**src/rtl/wb_systolic_ctrl.sv**
```systemverilog
// Wishbone slave that loads weights, buffers input vectors in a FIFO, streams them
// into an external N x N systolic array, drains it and exposes the captured results.
module wb_systolic_ctrl #(
    parameter logic [31:0] BASE_ADDRESS = 32'h3000_0000,
    parameter int          N            = 3,
    parameter int          DW           = 8,
    parameter int          AW           = 16,
    parameter int          FIFO_DEPTH   = 4
) (
    input  logic              caravel_wb_clk_i,
    input  logic              caravel_wb_rst_i,
    input  logic              caravel_wb_stb_i,
    input  logic              caravel_wb_cyc_i,
    input  logic              caravel_wb_we_i,
    input  logic [3:0]        caravel_wb_sel_i,
    input  logic [31:0]       caravel_wb_dat_i,
    input  logic [31:0]       caravel_wb_adr_i,
    output logic              caravel_wb_ack_o,
    output logic [31:0]       caravel_wb_dat_o,
    output logic [N*N*DW-1:0] arr_w,
    output logic [N*DW-1:0]   arr_in,
    output logic              arr_en,
    input  logic [N*AW-1:0]   arr_out,
    input  logic              arr_out_valid
);
    localparam int NN  = N * N;
    localparam int IW  = $clog2(NN);
    localparam int CW  = $clog2(N + 1);
    localparam int DRW = $clog2(2 * N);
    localparam int PW  = $clog2(FIFO_DEPTH);
    localparam int VW  = N * DW;

    typedef enum logic [2:0] {
        IDLE  = 3'd0,
        LOAD  = 3'd1,
        RUN   = 3'd2,
        DRAIN = 3'd3,
        DONE  = 3'd4
    } state_t;

    logic clk, rst;
    assign clk = caravel_wb_clk_i;
    assign rst = caravel_wb_rst_i;

    state_t         state, state_nxt;
    logic [DW-1:0]  wgt [NN];
    logic [AW-1:0]  results [NN];
    logic [VW-1:0]  fifo_mem [FIFO_DEPTH];
    logic [IW-1:0]  widx, ridx, cap_base;
    logic [CW-1:0]  issued, orow;
    logic [DRW-1:0] drain_cnt;
    logic [PW-1:0]  wptr, rptr;
    logic [PW:0]    count;
    logic           wgt_loaded, err, ovf, fifo_empty, fifo_full;
    logic [2:0]     ofs;
    logic [31:0]    rdata;
    logic           sel, acc, wr, rd, start, clear, wr_wgt, wr_in, rd_res;
    logic           pop, drain, capture, rows_done, can_start, push_ok, push_drop;
    logic           wgt_wr, res_rd, res_last, err_set, go_idle;

    logic unused_bits;
    assign unused_bits = ^{caravel_wb_sel_i, caravel_wb_adr_i[1:0], caravel_wb_dat_i};

    assign ofs   = caravel_wb_adr_i[4:2];
    assign sel   = caravel_wb_stb_i & caravel_wb_cyc_i
                 & (caravel_wb_adr_i[31:5] == BASE_ADDRESS[31:5]) & (ofs <= 3'd4);
    // Every side effect fires on the edge that raises ack, so one access acts once.
    assign acc   = sel & ~caravel_wb_ack_o;
    assign wr    = acc & caravel_wb_we_i;
    assign rd    = acc & ~caravel_wb_we_i;
    assign start = wr && (ofs == 3'd0) && caravel_wb_dat_i[0];
    assign clear = wr && (ofs == 3'd0) && caravel_wb_dat_i[1];
    assign wr_wgt = wr && (ofs == 3'd1);
    assign wr_in  = wr && (ofs == 3'd2);
    assign rd_res = rd && (ofs == 3'd3);

    assign fifo_empty = (count == '0);
    assign fifo_full  = (count == (PW+1)'(FIFO_DEPTH));
    assign cap_base   = IW'(int'(orow) * N);

    assign rows_done = capture && (orow == CW'(N - 1));
    assign can_start = (state == IDLE) && wgt_loaded && !fifo_empty;
    assign push_ok   = wr_in && (state != DONE) && (!fifo_full || pop);
    assign push_drop = wr_in && (state != DONE) && fifo_full && !pop;
    assign wgt_wr    = wr_wgt && (state == IDLE);
    assign res_rd    = rd_res && (state == DONE);
    assign res_last  = res_rd && (ridx == IW'(NN - 1));
    assign err_set   = (start && !clear && !can_start) || (wr_wgt && (state != IDLE));
    assign go_idle   = clear || res_last;

    always_ff @(posedge clk or posedge rst) begin
        if (rst) state <= IDLE;
        else     state <= state_nxt;
    end

    always_comb begin
        state_nxt = state;
        if (clear) begin
            state_nxt = IDLE;
        end else begin
            case (state)
                IDLE:    if (start && can_start) state_nxt = LOAD;
                LOAD:    state_nxt = RUN;
                RUN: begin
                    if (rows_done)                            state_nxt = DONE;
                    else if (pop && issued == CW'(N - 1))     state_nxt = DRAIN;
                end
                DRAIN:   if (rows_done || drain_cnt == DRW'(2 * N - 2)) state_nxt = DONE;
                DONE:    if (res_last) state_nxt = IDLE;
                default: state_nxt = IDLE;
            endcase
        end
    end

    always_comb begin
        pop     = 1'b0;
        drain   = 1'b0;
        capture = 1'b0;
        if (!clear) begin
            case (state)
                RUN: begin
                    pop     = !fifo_empty;
                    capture = arr_out_valid;
                end
                DRAIN: begin
                    drain   = 1'b1;
                    capture = arr_out_valid;
                end
                default: ;
            endcase
        end
    end

    always_comb begin
        rdata = '0;
        case (ofs)
            3'd0: rdata = {24'b0, err, ovf, wgt_loaded, fifo_full, fifo_empty, state};
            3'd3: if (state == DONE) rdata = 32'(results[ridx]);
            3'd4: rdata = {8'(N), 8'(DW), 8'(AW), 8'(FIFO_DEPTH)};
            default: ;
        endcase
    end

    always_ff @(posedge clk or posedge rst) begin
        if (rst) begin
            caravel_wb_ack_o <= 1'b0;
            caravel_wb_dat_o <= '0;
        end else begin
            caravel_wb_ack_o <= sel & ~caravel_wb_ack_o;
            caravel_wb_dat_o <= rd ? rdata : '0;
        end
    end

    // Weight bank survives CLEAR; only the write index restarts.
    always_ff @(posedge clk or posedge rst) begin
        if (rst) begin
            for (int k = 0; k < NN; k++) wgt[k] <= '0;
            widx       <= '0;
            wgt_loaded <= 1'b0;
        end else if (clear) begin
            widx <= '0;
        end else if (wgt_wr) begin
            wgt[widx] <= caravel_wb_dat_i[DW-1:0];
            if (widx == IW'(NN - 1)) begin
                widx       <= '0;
                wgt_loaded <= 1'b1;
            end else begin
                widx <= widx + 1'b1;
            end
        end
    end

    for (genvar g = 0; g < NN; g++) begin : g_wout
        assign arr_w[g*DW +: DW] = wgt[g];
    end

    always_ff @(posedge clk) begin
        if (push_ok) fifo_mem[wptr] <= caravel_wb_dat_i[VW-1:0];
    end

    always_ff @(posedge clk or posedge rst) begin
        if (rst) begin
            wptr  <= '0;
            rptr  <= '0;
            count <= '0;
        end else if (clear) begin
            wptr  <= '0;
            rptr  <= '0;
            count <= '0;
        end else begin
            if (push_ok) wptr <= wptr + 1'b1;
            if (pop)     rptr <= rptr + 1'b1;
            if (push_ok && !pop)      count <= count + 1'b1;
            else if (pop && !push_ok) count <= count - 1'b1;
        end
    end

    always_ff @(posedge clk or posedge rst) begin
        if (rst) begin
            arr_in    <= '0;
            arr_en    <= 1'b0;
            issued    <= '0;
            drain_cnt <= '0;
            orow      <= '0;
            ridx      <= '0;
            err       <= 1'b0;
            ovf       <= 1'b0;
            for (int k = 0; k < NN; k++) results[k] <= '0;
        end else begin
            arr_en <= pop || drain;
            if (pop)        arr_in <= fifo_mem[rptr];
            else if (drain) arr_in <= '0;
            if (pop)   issued    <= issued + 1'b1;
            if (drain) drain_cnt <= drain_cnt + 1'b1;
            if (capture) begin
                for (int c = 0; c < N; c++) results[cap_base + IW'(c)] <= arr_out[c*AW +: AW];
                orow <= orow + 1'b1;
            end
            if (res_rd)    ridx <= ridx + 1'b1;
            if (err_set)   err  <= 1'b1;
            if (push_drop) ovf  <= 1'b1;
            if (go_idle) begin
                issued    <= '0;
                drain_cnt <= '0;
                orow      <= '0;
                ridx      <= '0;
                err       <= 1'b0;
            end
            if (clear) begin
                ovf <= 1'b0;
                for (int k = 0; k < NN; k++) results[k] <= '0;
            end
        end
    end
endmodule
```
**config.mk**
```make
export PLATFORM = sky130hd
export DESIGN_NAME = wb_systolic_ctrl
export DESIGN_NICKNAME = d
export VERILOG_FILES = /design/src/rtl/wb_systolic_ctrl.sv
export SDC_FILE = /design/constraint.sdc
export NUM_CORES = 1
export LEC_CHECK = 0
export CAP_MARGIN = 0
export CORE_UTILIZATION = 50
export DETAILED_ROUTE_END_ITERATION = 8
export GPL_ROUTABILITY_DRIVEN = 0
export PLACE_DENSITY = 0.73
export SLEW_MARGIN = 20
export SYNTH_ARGS = -nofsm -noshare
export SYNTH_HDL_FRONTEND = slang
export SYNTH_SLANG_ARGS = --single-unit
```
**constraint.sdc**
```tcl
create_clock -name caravel_wb_clk_i -period 14.5 [get_ports caravel_wb_clk_i]
set_input_delay 3.625 -clock caravel_wb_clk_i [delete_from_list [all_inputs] [get_ports caravel_wb_clk_i]]
set_output_delay 3.625 -clock caravel_wb_clk_i [all_outputs]
set_load 0.05 [all_outputs]
```
# Word level (Yosys, flattened, before mapping)
# Memories as Yosys holds them, arrays and structs flattened.
# Index checks and enable logic that the tools add are counted.
# totals
ff_bits	302
n_memories	1
wordCells	208
ram_bits	96
# op_classes
muxes	59
eq_ne	20
reduce_logical	58
n_mul	1
bitwise	14
order_cmp	10
addsub	11
# memory_table
name	words	width	read_ports	rd_ports_with_merged_regs	write_ports	line	source
fifo_mem	4	24	1	0	1	48	logic [VW-1:0] fifo_mem [FIFO_DEPTH];
# ops
op	count
144-bit bitwise mux	3
144-bit 2-to-1 mux	2
16-bit demux with 4-bit select	3
16-bit 2-to-1 mux	6
26-bit one-hot mux with 3 select lines	1
72-bit bitwise mux	1
16-bit binary-select mux with 4-bit select	1
24-bit 2-to-1 mux	2
3-bit 2-to-1 mux	11
8-bit demux with 4-bit select	1
32-bit 2-to-1 mux	1
27-bit by 25-bit equality test with 1-bit output, second input constant	1
1-bit logical AND	27
5-bit greater-or-equal comparator, second input constant	5
4-bit inverter with 5-bit output	5
2-bit nonzero test	11
5-bit by 1-bit < comparator with 1-bit output, second input constant	4
4-bit 2-to-1 mux	5
2-bit 2-to-1 mux	8
3-bit one-hot mux with 5 select lines	1
4-bit by 1-bit adder with 4-bit output, second input constant	3
3-bit by 2-bit equality test with 1-bit output, second input constant	4
3-bit equality test, second input constant	4
1-bit 2-to-1 mux	12
23 further kinds	51

# Depth between registers and ports, before layout
# logic_depth
depth_word	15
ltp_mapped	11
depth_no_buf	9

# Worst setup path before layout
# Ideal clock, no wire load.
# synth_path
path_type	input port to flip-flop
startpoint	input port caravel_wb_adr_i[17]
endpoint	memory fifo_mem[0][0] in the netlist's numbering (enable)
setup_slack_ns	8.415
required_ns	14.117
n_path_buf	0
arrival_time_ns	5.702
setup_time_ns	0.383
stages	5
cell_sequence	nor4b_1 -> nand4_1 -> nor4_2 -> nor2b_1 -> and2_1
# synth_via
elab_chain_len	12
# synth_rtl
item	line	source
start: declaration	17	input logic [31:0] caravel_wb_adr_i,
27-bit by 25-bit equality test with 1-bit output *	66	& (caravel_wb_adr_i[31:5] == BASE_ADDRESS[31:5]) & (ofs <= 3'd4);
1-bit bitwise AND * (2 in series)	66	
1-bit bitwise AND *	68	assign acc = sel & ~caravel_wb_ack_o;
1-bit bitwise AND *	69	assign wr = acc & caravel_wb_we_i;
1-bit logical AND (2 in series)	72	assign clear = wr && (ofs == 3'd0) && caravel_wb_dat_i[1];
1-bit 2-to-1 mux	119	if (!clear) begin
1-bit logical OR	83	assign push_ok = wr_in && (state != DONE) && (!fifo_full || pop);
1-bit logical AND *	83	
1-bit 2-to-1 mux *	178	if (push_ok) fifo_mem[wptr] <= caravel_wb_dat_i[VW-1:0];
1-bit 2-to-1 mux (implied by the code) *	178	
end: declaration	48	
# Mark *: on every way between the ends. The rest lies on a longest branch, timed or not.

# Worst setup path in the final report
# layout_path
startpoint	input port caravel_wb_adr_i[17]
endpoint	register results[109] in the netlist's numbering
# layout_via
elab_chain_len	9
# layout_rtl
item	line	source
27-bit by 25-bit equality test with 1-bit output *	66	
1-bit bitwise AND * (2 in series)	66	
1-bit bitwise AND *	68	
1-bit bitwise AND *	69	
1-bit logical AND * (2 in series)	72	
1-bit 2-to-1 mux	119	
2-bit nonzero test (no source line)	--	
end: declaration	47	logic [AW-1:0] results [NN];
# Marked as above.
# A chain may end at the register's enable or synchronous reset.

==> results.cfg <==
[power]
p_comb_frac = 0.103
total_leakage_power_nw = 9.83
pwr-share-clk = 0.427
p_per_area_mw_per_mm2 = 109
p_total_w = 0.00251
power.net_switching_w = 0.000635
internal-power_w = 0.00187
seq_power_share = 0.470
ir_worst_vdd_mv = 0.0761
p_sw_frac = 0.253

[clocking]
cts_tree = built
hold_buffers = 0
cts.sinks = 383
cts_root_buf = clkbuf_16
clk_pin_slew_ns = 0.06
numCtsBuffers = 43
cts_max_level = 2
insertion_delay_ns = 0.58
cts_resized = 0
post_cts_buffers = 0
clockBufferDepth = 3

[synthesis]
synth.distinct_cells = 67
synthCells = 1777
syn-mean-instance-area_sq_um = 10.8
synthTopCellsByArea = dfrtp_1 38%, edfxtp_1 15%, mux4_2 6.6%
async_reset_ff_frac = 0.749
yosys_warnings = 0
synth_seq_cells = 383
syn_area_sq_mm = 0.0191
synth_ff_type = dfrtp_1
ys_seq_area_frac = 0.526
synth_top_area_frac = 0.376
synth_area_leader_cell = dfrtp_1
synth_edf_count = 96

[setup_path]
worstSetupPathType = input port to register
critPathTopFamily = buffers and inverters
r2r_cells = 7
worst_setup_path_end_kind = register
cp_num_buf_inv = 3
crit_arrival_ns = 7.67
cp.depth = 8
critPathRequiredTime_ns = 14.97
crit_chain = clkdlybuf4s50_1 -> nor4b_1 -> nand4_1 -> nor4_2 -> buf_4 -> buf_4 -> nor2_4 -> o31ai_1
startpoint_type = input port
cp_max_fo = 93
critPathMaxStageDelay_ns = 0.94
cp_common_cell = buf_4
critPathSlowestCell = buf_4

[detailed_routing]
wl_per_cell_um = 23.8
vias = 15400
drtAntennaViolNets = 0
drt_wl_total_um = 58700
dr.pass1.iters = 6
vias_per_cell = 6.23
drt_iter0_drc = 1798
drc = 0

[die]
die_x_um = 198
dieArea_sq_mm = 0.0390
start_util = 0.508
row_count = 71
coreArea_sq_mm = 0.0377
fp.dieH_um = 198
ios = 252

[run_status]
status = finished clean

[timing]
fin_setup_tns_ns = 0
drv_slew = 0
fin_skew_ns = 0.0211
worst_pin_slew_ns = 1.23
setup_viol = 0
hold_viol = 0
fin_crit_sh = 0.496
fin_crit_ns = 7.20
fmax_mhz = 139
rsz0062_at_grt = no
relSlewSlack = 0.181

[global_routing]
grt_usage = 0.305
grt_overflow_total = 0
grt_max_degree = 94
antenna_found_initial = 0
grt_pass1_wl_um = 89800
grt_pass1_vias = 15600

[place]
numPortBuffers = 224
hpwl_um = 34600

[layout]
area_delta_synth_final_pct = 20.7
nNetsFinal = 2064
n_antenna_cell = 0
final_cell_mix = 284 x dfrtp_1, 227 x nor2_1, 224 x clkdlybuf4s50_1
final_common_cell = dfrtp_1
layout-drive-gt1-share = 0.130

[min_path]
min_path_cells = 2
hold_class = register to register

[flow_run]
drv_cap = 0
==> power groups by stage <==
stage               Clock, W  Combinational [W]  Sequential [W]
finish               0.00107           0.000258         0.00118
global route         0.00113           0.000283         0.00118
CTS                  0.00109           0.000256         0.00118
detailed placement         0           0.000255         0.00120
global placement           0           0.000247         0.00119
floorplan                  0           0.000164         0.00119
==> sequential cells by signal, summed over array words and instances (netlist names), 2 cells and up <==
name,flops
results,144
fifo_mem,96
arr_w,72
arr_in,24
caravel_wb_dat_o,17
ridx,4
widx,4
count,3
drain_cnt,3
state,3
issued,2
orow,2
rptr,2
wptr,2
==> cells by family (layout without fill, tap and decap cells) <==
group / count (synthesis) / after routing / synth area share
adders and majority gates: 22 / 22 / 0.0148
buffers and inverters: 202 / 368 / 0.0442
muxes: 173 / 173 / 0.134
xor gates and xnor gates: 10 / 10 / 0.00458
DFF: 383 / 383 / 0.526
other: 1 / 13 / 0.000196
and+or+nand+nor: 534 / 534 / 0.127
AOI/OAI and AO/OA: 452 / 452 / 0.149
==> metrics by stage <==
step / hold slack [ns] / instance area (sq um) / setup slack (ns) / std cells / utilization
global route: 0.504 / 23100 / 7.06 / 2466 / 0.613
CTS: 0.479 / 23100 / 7.46 / 2466 / 0.612
finish: 0.476 / 23100 / 7.30 / 2466 / 0.613
global placement: 0.455 / 21600 / 6.89 / 2386 / 0.575
floorplan: 0.443 / 19200 / 2.95 / 1789 / -
detailed placement: 0.466 / 21700 / 6.85 / 2386 / 0.575
==> per-layer routing <==
layer  GRT usage  wire length [um]
met5           0                 0
met4       0.183              2940
met3      0.0621              5610
met2       0.472             27400
met1       0.398             22700
==> cell usage after synthesis (17+ instances only) <==
cell,n
dfrtp_1,287
nor2_1,235
nand2_1,150
a21oi_1,147
clkbuf_1,126
a22oi_1,96
edfxtp_1,96
o21ai_0,86
mux2_2,58
mux4_2,56
mux2i_1,49
and3_1,35
inv_1,35
a211oi_1,33
nor3_1,25
a22o_1,24
ha_1,21
a21o_1,17
o211ai_1,17
==> final cells by class <==
type / instances / area [sq um]
clock buffer: 62 / 1240
fill: 3051 / 14600
timing repair buffer: 253 / 2460
sequential: 383 / 10100
tap: 511 / 639
multi-input combinational: 1204 / 8370
clock inverter: 18 / 155
inverter: 35 / 139
==> path summary, 6_finish.rpt <==
| path | from | slack, ns | endpoint |
|---|---|---|---|
| worst max-delay path | caravel_wb_adr_i[17] | 7.30 | results[109]$_DFFE_PP0P_ |
| worst min-delay path | results[104]$_DFFE_PP0P_ | 0.48 | results[104]$_DFFE_PP0P_ |
| worst max register to register | caravel_wb_ack_o$_DFF_PP0_ | 10.51 | results[109]$_DFFE_PP0P_ |
| worst min register to register | results[104]$_DFFE_PP0P_ | 0.48 | results[104]$_DFFE_PP0P_ |
| max in group asynchronous | caravel_wb_rst_i | 8.86 | results[66]$_DFFE_PP0P_ |
| min in group asynchronous | caravel_wb_rst_i | 3.51 | arr_in[4]$_DFFE_PP0P_ |
==> tightest hold or removal path, cell delays in order (launching register included) <==
cell and delay (ns):
dfrtp_1 0.34, nand2_1 0.05, o31ai_1 0.05
Power figures use the tool's default switching activity.
==> variant: new RTL, config.mk and constraints unchanged <==
`AW`: 16 -> 15.
--- a/src/rtl/wb_systolic_ctrl.sv
+++ b/src/rtl/wb_systolic_ctrl.sv
@@ -4,7 +4,7 @@
     parameter logic [31:0] BASE_ADDRESS = 32'h3000_0000,
     parameter int          N            = 3,
     parameter int          DW           = 8,
-    parameter int          AW           = 16,
+    parameter int          AW           = 15,
     parameter int          FIFO_DEPTH   = 4
 ) (
     input  logic              caravel_wb_clk_i,
Ports: changed (resized arr_out); port bits go from 252 to 249. No check against the original RTL was run, so the function may have changed too.
==> variant against the unedited design <==
  * Routed wire length down 7.6%
  * Largest cell class unchanged
  * Sequential cell count is 10 lower
  * Cell area down 2.9%
  * Area after synthesis down 2.8%
  * Setup slack better by 280 ps
  * Cell count fell by 3.9%
  * Global-route usage shrank 1.5 points
  * Count of clock-buffer cells in the layout fell by 2
  * Fmax increased by 4.0%
Power is not compared: it rests on default switching activity, and its combinational part moved more than twofold at a synthesized area within 25%.
==> variant: results (changes against the unedited design) <==
status finished, final reports clean (unchanged); CP arrival 7380 ps (was 7670 ps); Internal Power 0.002520 W; Synth top cells by count 277 x dfrtp_1, 228 x nor2_1, 149 x a21oi_1 (was 287 x dfrtp_1, 235 x nor2_1, 150 x nand2_1); routed wire length on met2 25.00 mm (was 27.41 mm); wire length per cell 22.87 µm (was 23.80 µm); Num CTS Buffers 41 (was 43); Max Root-Sink Buffers 3 (unchanged); Hold WC Path Type reg -> reg (unchanged); routed wl met3 5.514 mm (was 5.606 mm); drt initial violations 1,183 (was 1,798); Worst R2R Setup Slack 10,500 ps (was 10,510 ps); first-pass iteration count of the detailed router 6 (unchanged); sequential area share after synthesis 0.5283 (was 0.5264); synth top area cells dfrtp_1 37%, edfxtp_1 16%, mux4_2 6.5% (was dfrtp_1 38%, edfxtp_1 15%, mux4_2 6.6%); port buffer count 220 (was 224); Largest Register results (unchanged); Worst Skew 16.70 ps (was 21.10 ps); Clock Latency Late Sink 580 ps (about the same); Synth Flop Type dfrtp_1 (unchanged); clock slew at reported path FFs 60 ps (about the same); DP Wirelength 34.35 mm (was 34.60 mm); antenna violations before repair 0 (unchanged); Async S/R FF share, synth 0.7426 (was 0.7493); largest net degree at the start of global routing 139 (was 94); Total GRT Usage 0.2899 (was 0.3054); Post-synth EDFFs 96 (unchanged); Peak VDD IR 0.0001309 V; layout cells sized above 1 0.1293 (was 0.1299); vias 14,830 (was 15,360); vias in the first global route 14,620 (was 15,630); Post-CTS Resized 0 (unchanged); Unique masters post-synth 62 (was 67); postcts setup bufs 0 (unchanged); nets 2,012 (was 2,064); uppermost layer routed met4 (unchanged); Max FO, Critical Path 83 (was 93); max FFs per register 135 (was 144); clk root buf clkbuf_16 (unchanged); fillers 2,924 (was 3,051); global-route wire length before repair 84.35 mm (was 89.80 mm); Yosys warning count 0 (unchanged); H-tree Lvls 2 (unchanged); n_diodes 0 (unchanged); leakage power 9.515 nW; Rel. slew slack 0.2632 (was 0.1813); DRT met1 WL 21.35 mm (was 22.74 mm)
-- variant: cell types whose count changed in the layout (fill, tap and decap cells not counted), moves of 14 or more --
cell,change
o21ai_0,-14
o211a_1,+15
a22oi_1,-20
a211oi_1,-14
a221oi_1,+14
o31ai_1,-15
-- variant: metrics by stage --
step           power, W  instances  hold slack [ps]  instance area (µm²)  setup slack, ps
2_1_floorplan  0.002527       1732            450.4                18630             3238
4_1_cts        0.004051       2371            505.1                22390             7786
3_3_place_gp   0.002926       2296            475.2                21020             7219
5_1_grt        0.004273       2371            508.7                22400             7281
6_report       0.004063       2371            501.4                22400             7582
3_5_place_dp   0.002979       2296            490.2                21020             7186
-- variant: logic make-up after synthesis --
family                     share of synthesized area
muxes                                         0.1334
adders and majority gates                    0.01522
other                                      0.0002019
DFF                                           0.5283
xor gates and xnor gates                    0.003772
AOI/OAI and AO/OA                             0.1468
buffers and inverters                        0.04506
and+or+nand+nor                               0.1272
-- variant: per-layer routing --
| layer | up-vias | global-route usage |
|---|---|---|
| li1 | 6505 | - |
| met1 | 7326 | 0.3759 |
| met2 | 844 | 0.4580 |
| met3 | 155 | 0.07687 |
| met4 | 0 | 0.1304 |
| met5 | - | 0 |
-- variant: layout make-up --
cell class | count | share of cell area
inverter | 41 | 0.007206
timing repair buffer | 253 | 0.1095
clock buffer | 60 | 0.05306
multi-input combinational | 1161 | 0.3578
sequential | 373 | 0.4382
tap | 468 | 0.02614
clock inverter | 15 | 0.008043
-- variant: final timing paths --
check | start | cells after the start | end
max | caravel_wb_adr_i[4] | 8 | widx[1]
min | arr_w[17] | 1 | arr_w[17]
max reg2reg | orow[1] | 6 | results[35]
min reg2reg | arr_w[17] | 1 | arr_w[17]
max in group asynchronous | caravel_wb_rst_i | 3 | wgt_loaded
min in group asynchronous | caravel_wb_rst_i | 2 | arr_in[21]
-- variant: critical path, cell delays in order --
cell	delay, ps
clkdlybuf4s50_1	580
nor4b_1	570
nand2_1	240
nor4_2	480
buf_4	520
buf_4	810
nor2_1	210
a22o_1	240
-- variant: power by group through the flow --
stage	combinational [W]	clock, W	sequential [W]
floorplan	0.00103	0	0.00150
global placement	0.00150	0	0.00143
detailed placement	0.00154	0	0.00144
CTS	0.00155	0.00108	0.00142
global route	0.00170	0.00112	0.00145
finish	0.00157	0.00106	0.00143
